===== config.mk =====
export PLATFORM = sky130hd
export DESIGN_NAME = serial_rx
export DESIGN_NICKNAME = d
export VERILOG_FILES = /design/src/rtl/serial_rx.sv
export SDC_FILE = /design/constraint.sdc
export NUM_CORES = 1
export LEC_CHECK = 0
export ABC_AREA = 1
export CAP_MARGIN = 5
export CORE_ASPECT_RATIO = 0.8
export CORE_MARGIN = 2
export CORE_UTILIZATION = 38
export DETAILED_ROUTE_END_ITERATION = 8
export PLACE_DENSITY_LB_ADDON = 0.25
export SLEW_MARGIN = 0
export SYNTH_ARGS = -nofsm -noshare
export SYNTH_HDL_FRONTEND = slang
export SYNTH_SLANG_ARGS = --single-unit

===== constraint.sdc =====
create_clock -name clk -period 1.8 [get_ports clk]
set_input_delay 0.27 -clock clk [delete_from_list [all_inputs] [get_ports clk]]
set_output_delay 0.27 -clock clk [all_outputs]
set_load 0.02 [all_outputs]

===== src/rtl/serial_rx.sv =====
// Oversampling asynchronous serial receiver: 2-flop synchroniser, tick divider,
// 3-sample majority vote at mid-bit, 5-9 data bits, optional parity, 1-2 stop bits.
module serial_rx #(
  parameter int DATA_BITS       = 8,
  parameter int OVERSAMPLE      = 16,
  parameter int CLKS_PER_SAMPLE = 1,
  parameter int PARITY          = 0,
  parameter int STOP_BITS       = 1
) (
  input  logic                 clk,
  input  logic                 rst_n,
  input  logic                 din,
  input  logic                 rx_ack,
  output logic [DATA_BITS-1:0] rx_data,
  output logic                 rx_valid,
  output logic                 rx_parity_err,
  output logic                 rx_frame_err,
  output logic                 rx_overrun
);
  localparam int DW = (CLKS_PER_SAMPLE > 1) ? $clog2(CLKS_PER_SAMPLE) : 1;
  localparam int SW = $clog2(OVERSAMPLE);
  localparam int BW = $clog2(DATA_BITS + 1);
  localparam logic [DW-1:0] DIV_LAST = DW'(CLKS_PER_SAMPLE - 1);
  localparam logic [SW-1:0] S_MID    = SW'(OVERSAMPLE / 2 - 1);
  localparam logic [SW-1:0] S_END    = SW'(OVERSAMPLE - 1);
  localparam logic [BW-1:0] B_LAST   = BW'(DATA_BITS - 1);
  localparam logic          SI_LAST  = 1'(STOP_BITS - 1);
  localparam logic          ODD      = 1'(PARITY == 1);

  typedef enum logic [2:0] {IDLE, START, DATA, PAR, STOP} state_t;

  state_t               state, state_n;
  logic [1:0]           sync;
  logic                 din_s;
  logic [DW-1:0]        div;
  logic                 tick;
  logic [1:0]           win;
  logic                 vote;
  logic [SW-1:0]        scnt, scnt_n;
  logic [BW-1:0]        bidx, bidx_n;
  logic                 sidx, sidx_n;
  logic [DATA_BITS-1:0] shreg, shreg_n;
  logic                 perr_q, perr_n, ferr_q, ferr_n;
  logic                 done;

  assign din_s = sync[1];
  assign tick  = (div == DIV_LAST);
  // The two stored samples plus the incoming one form the window after the shift.
  assign vote  = (win[1] & win[0]) | (win[1] & din_s) | (win[0] & din_s);

  always_comb begin
    state_n = state;
    scnt_n  = scnt;
    bidx_n  = bidx;
    sidx_n  = sidx;
    shreg_n = shreg;
    perr_n  = perr_q;
    ferr_n  = ferr_q;
    done    = 1'b0;
    if (tick) begin
      unique case (state)
        IDLE: if (!din_s) begin
          state_n = START;
          scnt_n  = SW'(1);
          bidx_n  = '0;
          sidx_n  = 1'b0;
          perr_n  = 1'b0;
          ferr_n  = 1'b0;
        end
        START: if (scnt == S_MID) begin
          scnt_n  = '0;
          state_n = vote ? IDLE : DATA;
        end else scnt_n = scnt + 1'b1;
        DATA: if (scnt == S_END) begin
          scnt_n  = '0;
          shreg_n = {vote, shreg[DATA_BITS-1:1]};
          bidx_n  = bidx + 1'b1;
          if (bidx == B_LAST) state_n = (PARITY != 0) ? PAR : STOP;
        end else scnt_n = scnt + 1'b1;
        PAR: if (scnt == S_END) begin
          scnt_n  = '0;
          perr_n  = (^shreg) ^ vote ^ ODD;
          state_n = STOP;
        end else scnt_n = scnt + 1'b1;
        STOP: if (scnt == S_END) begin
          scnt_n = '0;
          ferr_n = ferr_q | ~vote;
          // Leave at mid-stop so a start edge right after the stop bit is caught.
          if (sidx == SI_LAST) begin
            state_n = IDLE;
            done    = 1'b1;
          end else sidx_n = sidx + 1'b1;
        end else scnt_n = scnt + 1'b1;
        default: state_n = IDLE;
      endcase
    end
  end

  always_ff @(posedge clk) begin
    if (!rst_n) begin
      sync          <= 2'b11;
      div           <= '0;
      win           <= 2'b11;
      state         <= IDLE;
      scnt          <= '0;
      bidx          <= '0;
      sidx          <= 1'b0;
      shreg         <= '0;
      perr_q        <= 1'b0;
      ferr_q        <= 1'b0;
      rx_data       <= '0;
      rx_valid      <= 1'b0;
      rx_parity_err <= 1'b0;
      rx_frame_err  <= 1'b0;
      rx_overrun    <= 1'b0;
    end else begin
      sync  <= {sync[0], din};
      div   <= tick ? '0 : div + 1'b1;
      if (tick) win <= {win[0], din_s};
      state  <= state_n;
      scnt   <= scnt_n;
      bidx   <= bidx_n;
      sidx   <= sidx_n;
      shreg  <= shreg_n;
      perr_q <= perr_n;
      ferr_q <= ferr_n;
      if (done) begin
        if (!rx_valid || rx_ack) begin
          rx_data       <= shreg;
          rx_parity_err <= perr_q;
          rx_frame_err  <= ferr_n;
          rx_valid      <= 1'b1;
        end else rx_overrun <= 1'b1;
      end else if (rx_ack && rx_valid) begin
        rx_valid   <= 1'b0;
        rx_overrun <= 1'b0;
      end
    end
  end
endmodule


Word level (Yosys, flattened, before mapping) --
Cells that the tools add are included.
Storage, ports and cells: register bits after elaboration 39, bits of input ports 4, output and inout port bits 12, logic and storage cells 100
Cells by class: add/sub/neg operators 4, equality and inequality tests 16, mux-type cells 35, bitwise operators 9, reduce and logical (&&, ||, !) cells 21
Operators with widths (number):
- 3-bit 2-to-1 mux | 7
- 4-bit 2-to-1 mux | 5
- 1-bit 2-to-1 mux | 16
- 2-bit inequality test, second input constant | 8
- 3-bit case mux with 5 select lines | 1
- 4-bit case mux with 3 select lines | 1
- 4-bit AND reduction | 3
- 4-bit by 1-bit adder with 4-bit output, second input constant | 2
- 4-bit by 3-bit == test with 1-bit output, second input constant | 2
- 4-bit case mux with 2 select lines | 1
- 2-bit AND reduction | 4
- 8-bit AND reduction | 1
- 2-bit nonzero test | 4
- 8-bit XOR reduction | 1
- 3-bit by 2-bit == test with 1-bit output, second input constant | 2
- 1-bit case mux with 2 select lines | 3
- 3-bit AND reduction | 2
- 4-bit == test, second input constant | 1
- 1-bit AND | 3
- 3-bit by 1-bit == test with 1-bit output, second input constant | 1
- 3-bit == test, second input constant | 1
- 3-bit zero test | 1
- 1-bit OR | 3
- 3-bit nonzero test | 1
- 9 further kinds | 11

Depth between registers and ports, before layout --
Gate-level depths: netlist of run 1.
depth in word-level cells 8, depth in mapped cells 12

Worst setup path after synthesis of run 1 --
OpenSTA, ideal clock, no wires.
kind register to register, start reg scnt[0], end reg shreg[6], setup time 119 ps, data arrival time 1309 ps, path slack 372 ps, stages on the path, launching flop included 8, path buffers 1, clock period less this slack 1428 ps, cells stage by stage dfxtp_1 > ha_1 > nand3_2 > nor2_2 > nand2_1 > buf_2 > o21ai_0 > a21oi_1
On the way: longest elaborated chain between the ends 2
Ends and longest elaborated chain:
- from (decl) | line 39 | logic [SW-1:0] scnt, scnt_n;
- from (signal assigned) | line 121 | scnt <= scnt_n;
- 4-bit == test | line 74 | DATA: if (scnt == S_END) begin
- 3-bit AND reduction (no line)
- to (signal assigned) | line 124 | shreg <= shreg_n;
- to (decl) | line 42 | logic [DATA_BITS-1:0] shreg, shreg_n;
No other way between the ends. A chain may end at the register's enable or synchronous reset.

Final worst setup path of run 1 --
start reg scnt[0], end reg rx_data[2]
On the way: longest elaborated chain between the ends 5
Ends and longest elaborated chain:
- 4-bit == test | line 85 | STOP: if (scnt == S_END) begin
- 1-bit 2-to-1 mux | line 85
- 1-bit 2-to-1 mux | line 61 | unique case (state)
- 1-bit 2-to-1 mux | line 60 | if (tick) begin
- 2-bit AND reduction (no line)
- to (signal assigned) | line 129 | rx_data <= shreg;
- to (decl) | line 14 | output logic [DATA_BITS-1:0] rx_data,
No other way between the ends.

==> reports/results.ini, run 1 <==
[clock_tree]
cts_tree=built
holdBufCountCts=0
cts-resized-gates=0
cts-htree-levels=2
root_buffer=clkbuf_8
path_clk_slew_ps=70
post_cts_buffers=0
cts_buffer_depth=2
clock_sink_count=38
clk_latency_ps=290
numCtsBuffers=5

[sta]
hold_slack_ps=427
timing.final.crit_share_pct=87.3
min_period_ps=1570
setup_viol_count_final=0
tns_ps=0
rsz0062_at_grt=no
fmax_mhz=636
finalClockSkew_ps=1.88
final-hold-violation-count=0
drv_slew=0

[setup_path]
crit_fanout=19
r2r_end=rx_data[2]$_SDFFE_PN0P_
cp.required_ps=2020
cpMaxStageDelayCell=dfxtp_1
cp-start-kind=flop
worstSetupPathType=reg -> reg
reg2reg_depth=7
critPathArrivalTime_ps=1790
reg2reg_slack_ps=230
end_kind=flop
path_cells=ha_1 -> nand3_2 -> nor2_2 -> nand2_4 -> nor2_8 -> o21ai_0 -> a21oi_1
slowest_delay_ps=370
rr_startpoint=scnt[0]$_SDFFE_PN0P_

[finish]
antenna_cells=0
nFillCells=470
areaGrowthSynthToFinish_pct=17.1
stdcell_area_um2=2210
nets=288
drive_above_1_share_pct=16.3

[grt]
grt_max_degree=20
grt_pass1_wl_um=6620
antenna_found_initial=0
grt_pass1_vias=1432
track_usage_pct=15.1
overflow=0

[power_and_ir_drop]
switchingPower_mw=0.537
power_frac_seq_pct=47.5
p_per_area_nw_per_um2=858
intPower_mw=1.36
swShare_pct=28.3
p_leak_nw=0.941
combinationalPowerShare_pct=16.5
pwr-share-clk_pct=36.0
vdd_drop_max_uv=329

[route]
first_pass_iters=4
vias_per_cell=4.73
drc_errors=0
antenna_left=0
wl_per_cell_um=11.1
totalWireLength_um=3820
vias=1623
drtIter0Drc=87

[hold_path]
worst_hold_startpoint=sync[0]$_SDFF_PN1_
worstHoldPathCells=1
hold_path.class=reg -> reg
whs_endpoint=sync[1]$_SDFF_PN1_

[floorplan]
chipHeight_um=67.1
coreArea_um2=4680
die_area_um2=5560
ioPinCount=16
initial_utilization_pct=40.4
num_rows=22
die_width_um=82.9

[placement]
place_area_um2=2100
dp.final_hpwl_um=2710
numPortBuffers=15
gp_congestion=0.820

[logic_synthesis]
synthDominantCellAreaShare_pct=40.2
synth_xor_area_share_pct=1.39
netlist_area_um2=1890
yosys-top-cells-area=dfxtp_1, nand2_1, a21oi_1
synth_top_family_by_area=simple AND/OR/NAND/NOR gates
ys_ff_latch=38
syn_nets=270
yosysUniqueCellTypes=34
synth_warnings=0
synth-compound-area-share_pct=16.9
yosys.area.top_type=dfxtp_1
yosysSeqAreaShare_pct=40.2
syn_area_per_cell_um2=7.16
synthAdderAreaFrac_pct=1.32
netlist_instances=264
synthSimpleGateAreaFrac_pct=30.3
muxShareOfSynthArea_pct=0.529

[job]
max-cap-violations=0

[status]
outcome=finished, final reports clean

==> layout by cell type (no fill, tap or decap), drive strengths merged <==
cell and count:
or2 3, nand2 67, nand4 1, o21a 1, nor3 6, buf 2, xor2 1, xnor2 2
clkbuf 8, o211ai 1, clkdlybuf4s50 15, a21oi 29, nor2 30, a31oi 1, ha 2, nand3 11
mux2i 1, dfxtp 38, conb 1, o21ai 29, inv 34
==> flip-flops by register name, indices dropped and copies added, names as in the netlist <==
register and cells:
bidx 4, rx_parity_err 1, rx_data 8, rx_valid 1, perr_q 1, state 3, scnt 4, sync 2
win 2, ferr_q 1, rx_overrun 1, shreg 8, div 1, rx_frame_err 1
==> worst max-delay path by stage <==
stage | endpoint | slack [ps] | startpoint | depth (start not counted)
after floorplan | shreg[6]$_SDFFE_PN0P_ | 370 | scnt[0]$_SDFFE_PN0P_ | 7
after global placement | shreg[5]$_SDFFE_PN0P_ | 200 | scnt[0]$_SDFFE_PN0P_ | 6
after detailed placement | shreg[3]$_SDFFE_PN0P_ | 110 | scnt[0]$_SDFFE_PN0P_ | 6
after CTS | shreg[3]$_SDFFE_PN0P_ | 100 | scnt[0]$_SDFFE_PN0P_ | 6
after global routing | rx_data[7]$_SDFFE_PN0P_ | 40 | scnt[0]$_SDFFE_PN0P_ | 7
final | rx_data[2]$_SDFFE_PN0P_ | 230 | scnt[0]$_SDFFE_PN0P_ | 7
==> metrics by stage <==
step                std cells  total power, mW  util, %  setup WS, ps
global route              343             2.00     47.3          38.6
global placement          335             1.23     44.9           200
detailed placement        335             1.23     44.9           111
floorplan                 264             1.16        -           372
finish                    343             1.90     47.3           229
CTS                       343             1.92     47.2           101
==> cell families (layout without fill, tap and decap cells) <==
logic type	Yosys count	in the layout
xor+xnor	3	3
compound gates	61	61
buf+inv	40	59
mux	1	1
other cells	1	1
flops	38	38
fa+ha+maj	2	2
simple gates	118	118
==> synth_stat cells (all sizes together) <==
cell     n
nand2   67
dfxtp   38
inv     34
nor2    30
a21oi   29
o21ai   29
nand3   11
nor3     6
buf      3
clkbuf   3
or2      3
ha       2
xnor2    2
a31oi    1
conb     1
mux2i    1
nand4    1
o211ai   1
o21a     1
xor2     1
==> cell type report <==
class	count	area, um2	share of cell area (%)
Tap cell	60	75.1	3.39
Multi-Input combinational cell	186	960	43.4
Timing Repair Buffer	17	178	8.03
Clock buffer	8	110	4.97
Inverter	34	130	5.88
Sequential cell	38	761	34.4
==> power groups by stage <==
stage | registers, mW | clock network, mW | logic, mW
after global placement | 0.921 | 0 | 0.309
after detailed placement | 0.920 | 0 | 0.307
after floorplan | 0.912 | 0 | 0.253
after global routing | 0.907 | 0.737 | 0.353
final | 0.902 | 0.683 | 0.314
after CTS | 0.901 | 0.701 | 0.313
==> per-layer routing <==
| metal | vias up | global-route usage (%) | part of all wire [%] |
|---|---|---|---|
| li1 | 879 | - | - |
| met1 | 707 | 21.3 | 56 |
| met2 | 27 | 21.2 | 39 |
| met3 | 10 | 3.59 | 3.0 |
| met4 | 0 | 7.99 | 2.4 |
| met5 | - | 0 | 0 |
==> critical path, delay by kind of cell, from the launching register on <==
family,cells,cell delay [ps]
and+or+nand+nor,4,690
DFF,1,370
AOI/OAI and AO/OA,2,230
adders and majority gates,1,210
No activity file was read; power rests on OpenSTA's default activity.
==> run 2: changes to the inputs <==
==> constraint.sdc (replaced) <==
create_clock -name clk -period 1.5 [get_ports clk]
set_input_delay 0.225 -clock clk [delete_from_list [all_inputs] [get_ports clk]]
set_output_delay 0.225 -clock clk [all_outputs]
set_load 0.02 [all_outputs]
==> reports/results.ini, run 2 (same netlist as run 1, synthesis figures left out) <==
[status]
outcome=finished, final reports clean

[grt]
overflow=0  ; unchanged
grt_pass1_wl_um=6890  ; +4.1%
antenna_found_initial=0  ; unchanged
grt_pass1_vias=1492  ; +4.2%
grt_max_degree=17  ; -15%
track_usage_pct=15.5  ; +0.39 points

[sta]
tns_ps=0  ; unchanged
min_period_ps=1460
rsz0062_at_grt=no
setup_viol_count_final=0  ; unchanged
timing.final.crit_share_pct=97.4
fmax_mhz=685
hold_slack_ps=416  ; -10.9 ps
drv_slew=0  ; unchanged
worst_slack_ps=39.7  ; -189 ps
finalClockSkew_ps=4.96  ; +3.08 ps
final-hold-violation-count=0  ; unchanged

[finish]
areaGrowthSynthToFinish_pct=21.9
drive_above_1_share_pct=19.5  ; +3.3 points
finish.utilization_pct=49.3  ; +2.0 points
nets=297  ; +3.1%
nFillCells=491  ; +4.5%
top_regs=rx_data (8), shreg (8)
final_cell_mix=nand2_1, dfxtp_1, a21oi_1, inv_1, o21ai_0
final_common_cell=nand2_1
multi_input_area_um2=1010  ; +5.3%
regArea_um2=767  ; +0.82%
antenna_cells=0  ; unchanged

[job]
max-cap-violations=0  ; unchanged

[route]
totalWireLength_um=4070  ; +6.6%
drtIter0Drc=76  ; -13%
vias=1692  ; +4.3%
antenna_left=0  ; unchanged
wl_met3_um=174  ; +51%
wl_per_cell_um=11.6  ; +3.9%
drc_errors=0  ; unchanged
met1Wirelength_um=2240  ; +5.0%
highest_layer=met4
first_pass_iters=4  ; unchanged
vias_per_cell=4.81  ; +1.6%
routed-wl-met2_um=1600  ; +8.7%

[clock_tree]
cts_tree=built
holdBufCountCts=0  ; unchanged
cts_buffer_depth=2  ; unchanged
root_buffer=clkbuf_8
clock_sink_count=38  ; unchanged
numCtsBuffers=5  ; unchanged
path_clk_slew_ps=70  ; about the same
clk_latency_ps=280  ; about the same
cts-htree-levels=2  ; unchanged
post_cts_buffers=0  ; unchanged

[setup_path]
slowest_delay_ps=610  ; +240 ps
crit_family=buffers and inverters
crit_fanout=2  ; -17
cpMaxStageDelayCell=clkdlybuf4s50_1
cp.required_ps=1270  ; -750 ps
critPathArrivalTime_ps=1240  ; -550 ps
crit_buf_inv=1  ; +1
end_kind=output pin
cp-start-kind=flop
worstSetupPathType=reg -> out
path_cells=clkdlybuf4s50_1

[hold_path]
hold_path.class=reg -> reg

[placement]
dp_slack_ps=-0.143  ; -111 ps
numPortBuffers=15  ; unchanged
dp.final_hpwl_um=2800  ; +3.6%
gp_congestion=0.880  ; +7.3%

[power_and_ir_drop]
p_leak_nw=1.03  ; +9.3%
p_per_area_nw_per_um2=957  ; +12%
total_power_mw=2.21  ; +16%
vdd_drop_max_uv=481  ; +46%

[floorplan]
num_rows=22  ; unchanged
coreArea_um2=4680  ; unchanged
chipHeight_um=67.1  ; unchanged
initial_utilization_pct=40.4  ; unchanged
ioPinCount=16  ; unchanged
die_width_um=82.9  ; unchanged
die_area_um2=5560  ; unchanged

==> run 2: changes by cell type in the layout (fill, tap and decap cells not counted), sizes merged <==
cell           delta
clkinv            +1
clkbuf            -1
nor2              +3
dlymetal6s2s      +3
buf               +6
clkdlybuf4s50     -3
==> run 2: per-layer routing <==
layer / vias up / GRT usage, %
li1: 900 / -
met1: 751 / 22.5
met2: 34 / 22.2
met3: 7 / 3.97
met4: 0 / 4.92
met5: - / 0
==> run 2: path summary, 6_finish.rpt <==
path	end	depth (start not counted)	slack [ps]	startpoint
max reg2reg	shreg[1]$_SDFFE_PN0P_	7	90	scnt[1]$_SDFFE_PN0P_
max	rx_data[6]	1	40	rx_data[6]$_SDFFE_PN0P_
min reg2reg	sync[1]$_SDFF_PN1_	1	420	sync[0]$_SDFF_PN1_
min	sync[1]$_SDFF_PN1_	1	420	sync[0]$_SDFF_PN1_
==> run 2: worst reg2reg max path, delay by kind of cell (launching register included) <==
| family | cells | cell delay (ps) |
|---|---|---|
| buffers and inverters | 1 | 190 |
| AND/OR/NAND/NOR | 3 | 330 |
| AO/OA/AOI/OAI | 2 | 240 |
| flip-flops | 1 | 370 |
| adder cells (fa/ha/maj) | 1 | 170 |
==> run 2: cell type report <==
| cell class | count | share of cell area [%] |
|---|---|---|
| sequential | 38 | 33.3 |
| inverter | 34 | 5.65 |
| timing repair buffer | 23 | 9.99 |
| multi-input combinational | 189 | 43.9 |
| tap | 60 | 3.26 |
| clock inverter | 1 | 0.217 |
| clock buffer | 7 | 3.75 |
==> run 2: metrics by stage <==
stage / instances / area, um2
detailed placement: 341 / 2150
global placement: 341 / 2150
floorplan: 264 / 1890
finish: 352 / 2300
global route: 352 / 2300
CTS: 350 / 2250
==> run 2: what timing repair did <==
action / in CTS / in global routing
resized for setup: 1 / 14
setup endpoints to repair: 11 / 32
cloned: 1 / 2
pin swaps: 1 / 3
==> run 2: power by group <==
group	switching, mW	total (mW)	leakage (nW)	internal [mW]
clock	0.344	0.715	0.0482	0.371
combinational	0.264	0.413	0.670	0.149
sequential	0.0336	1.08	0.309	1.04
==> run 3: changes to the inputs <==
--- a/config.mk
+++ b/config.mk
@@ -8,7 +8,7 @@
 export ABC_AREA = 1
 export CAP_MARGIN = 5
 export CORE_ASPECT_RATIO = 0.8
-export CORE_MARGIN = 2
+export CORE_MARGIN = 4
 export CORE_UTILIZATION = 38
 export DETAILED_ROUTE_END_ITERATION = 8
 export PLACE_DENSITY_LB_ADDON = 0.25
==> reports/results.ini, run 3 (same netlist as run 1, synthesis figures left out) <==
[status]
outcome=finished, final reports clean

[sta]
hold_slack_ps=416  ; -0.566 ps
fmax_mhz=684  ; -0.18%
finalClockSkew_ps=5.51  ; +0.549 ps
final-hold-violation-count=0  ; unchanged
drv_slew=0  ; unchanged
min_period_ps=1460  ; +2.65 ps
timing.final.crit_share_pct=97.5  ; +0.18 points
rsz0062_at_grt=no
setup_viol_count_final=0  ; unchanged

[route]
vias_per_cell=4.86  ; +1.1%
drtIter0Drc=91  ; +20%
drc_errors=0  ; unchanged
vias=1710  ; +1.1%
first_pass_iters=5  ; +1
wl_per_cell_um=12.1  ; +4.4%
totalWireLength_um=4250  ; +4.4%
antenna_left=0  ; unchanged

[job]
max-cap-violations=0  ; unchanged

[setup_path]
cpMaxStageDelayCell=clkdlybuf4s50_1
worstSetupPathType=reg -> out
path_cells=clkdlybuf4s50_1
crit_family=buffers and inverters
cp-start-kind=flop
r2r_end=rx_data[5]$_SDFFE_PN0P_
crit_buf_inv=1  ; unchanged
end_kind=output pin
slowest_delay_ps=610  ; about the same
cp-startpoint=rx_data[5]$_SDFFE_PN0P_
crit_fanout=2  ; unchanged
reg2reg_slack_ps=100  ; about the same
worst-path-stages=1  ; unchanged
cp.required_ps=1270  ; about the same
rr_startpoint=scnt[0]$_SDFFE_PN0P_
reg2reg_depth=8  ; +1
crit_end=rx_data[5]
critPathArrivalTime_ps=1240  ; about the same

[hold_path]
hold_path.class=reg -> reg

[power_and_ir_drop]
vdd_drop_max_uv=557  ; +16%
p_per_area_nw_per_um2=1010  ; +6.1%
p_leak_nw=1.10  ; +7.2%

[finish]
areaGrowthSynthToFinish_pct=23.8
nFillCells=485  ; -1.2%
drive_above_1_share_pct=20.5  ; +1.0 points
antenna_cells=0  ; unchanged
top_regs=rx_data (8), shreg (8)
finish.utilization_pct=49.7  ; +0.48 points
final_cell_mix=nand2_1, dfxtp_1, o21ai_0, a21oi_1, inv_1
nets=298  ; +0.34%
final_common_cell=nand2_1

[grt]
grt_pass1_vias=1485  ; -0.47%
antenna_found_initial=0  ; unchanged
grt_pass1_wl_um=7040  ; +2.1%
overflow=0  ; unchanged
grt_max_degree=20  ; +3
track_usage_pct=14.4  ; -1.1 points

[placement]
dp.final_hpwl_um=2930  ; +4.5%
numPortBuffers=15  ; unchanged
gp_congestion=0.834  ; -5.3%

[clock_tree]
clock_sink_count=38  ; unchanged
cts_buffer_depth=2  ; unchanged
numCtsBuffers=5  ; unchanged
cts_tree=built
cts-htree-levels=2  ; unchanged
post_cts_buffers=0  ; unchanged
root_buffer=clkbuf_8
clk_latency_ps=290  ; about the same
path_clk_slew_ps=80  ; about the same

[floorplan]
die_width_um=86.9  ; +4.8%
initial_utilization_pct=40.2  ; -0.24 points
die_area_um2=6170  ; +11%
num_rows=22  ; unchanged
ioPinCount=16  ; unchanged
coreArea_um2=4710  ; +0.59%
chipHeight_um=71.1  ; +6.0%

[run 3: changes by cell type in the layout (fill, tap and decap cells not counted), sizes merged]
cell,previous run,this run
buf,8,9
bufinv,0,1
clkbuf,7,6
clkdlybuf4s50,12,9
clkinv,1,0
dlymetal6s2s,3,6
[run 3: routing by layer]
| layer | global-route usage [%] | vias up | part of all wire (%) |
|---|---|---|---|
| met5 | 0 | - | 0 |
| met4 | 6.40 | 0 | 1.7 |
| met3 | 3.49 | 7 | 4.3 |
| met2 | 18.8 | 25 | 41 |
| met1 | 21.8 | 774 | 53 |
| li1 | - | 904 | - |
[run 3: worst min-delay path by stage]
| stage | cells past startpoint | slack [ps] | to | from |
|---|---|---|---|---|
| floorplan | 1 | 330 | sync[0]$_SDFF_PN1_ | din |
| global placement | 1 | 390 | sync[1]$_SDFF_PN1_ | sync[0]$_SDFF_PN1_ |
| detailed placement | 1 | 400 | sync[1]$_SDFF_PN1_ | sync[0]$_SDFF_PN1_ |
| CTS | 1 | 420 | sync[1]$_SDFF_PN1_ | sync[0]$_SDFF_PN1_ |
| global route | 1 | 430 | sync[1]$_SDFF_PN1_ | sync[0]$_SDFF_PN1_ |
| finish | 1 | 420 | sync[1]$_SDFF_PN1_ | sync[0]$_SDFF_PN1_ |
[run 3: area by class of cell]
| cell class | count | area (um2) | share of cell area, % |
|---|---|---|---|
| multi-input cells | 189 | 1010 | 43.2 |
| flip-flops and latches | 38 | 767 | 32.8 |
| repair buffers | 24 | 245 | 10.5 |
| inverters | 34 | 130 | 5.56 |
| clock buffers | 6 | 82.6 | 3.53 |
| well taps | 60 | 75.1 | 3.21 |
| clock inverters | 1 | 30.0 | 1.28 |
[run 3: timing repair]
item / CTS / global route
endpoints found under the hold margin: 0 / 0
resized for setup: 0 / 15
setup endpoints to repair: 10 / 36
hold buffers: 0 / 0
gates cloned: 3 / 0
pin swaps: 4 / 2
[run 3: through the flow]
| stage | power [mW] | setup TNS, ps | setup WS (ps) | instance area (um2) | cells |
|---|---|---|---|---|---|
| after floorplan | 1.40 | 0 | 71.7 | 1890 | 264 |
| after global placement | 1.49 | 0 | 38.1 | 2150 | 342 |
| after detailed placement | 1.49 | -317 | -39.4 | 2150 | 342 |
| after CTS | 2.39 | 0 | 6.89 | 2290 | 352 |
| after global routing | 2.52 | 0 | 1.56 | 2340 | 352 |
| final | 2.38 | 0 | 37.0 | 2340 | 352 |
[run 3: power breakdown]
group          internal, mW  switching [mW]  total, mW
Sequential             1.05          0.0391       1.08
Clock                 0.532           0.360      0.892
Combinational         0.143           0.255      0.399
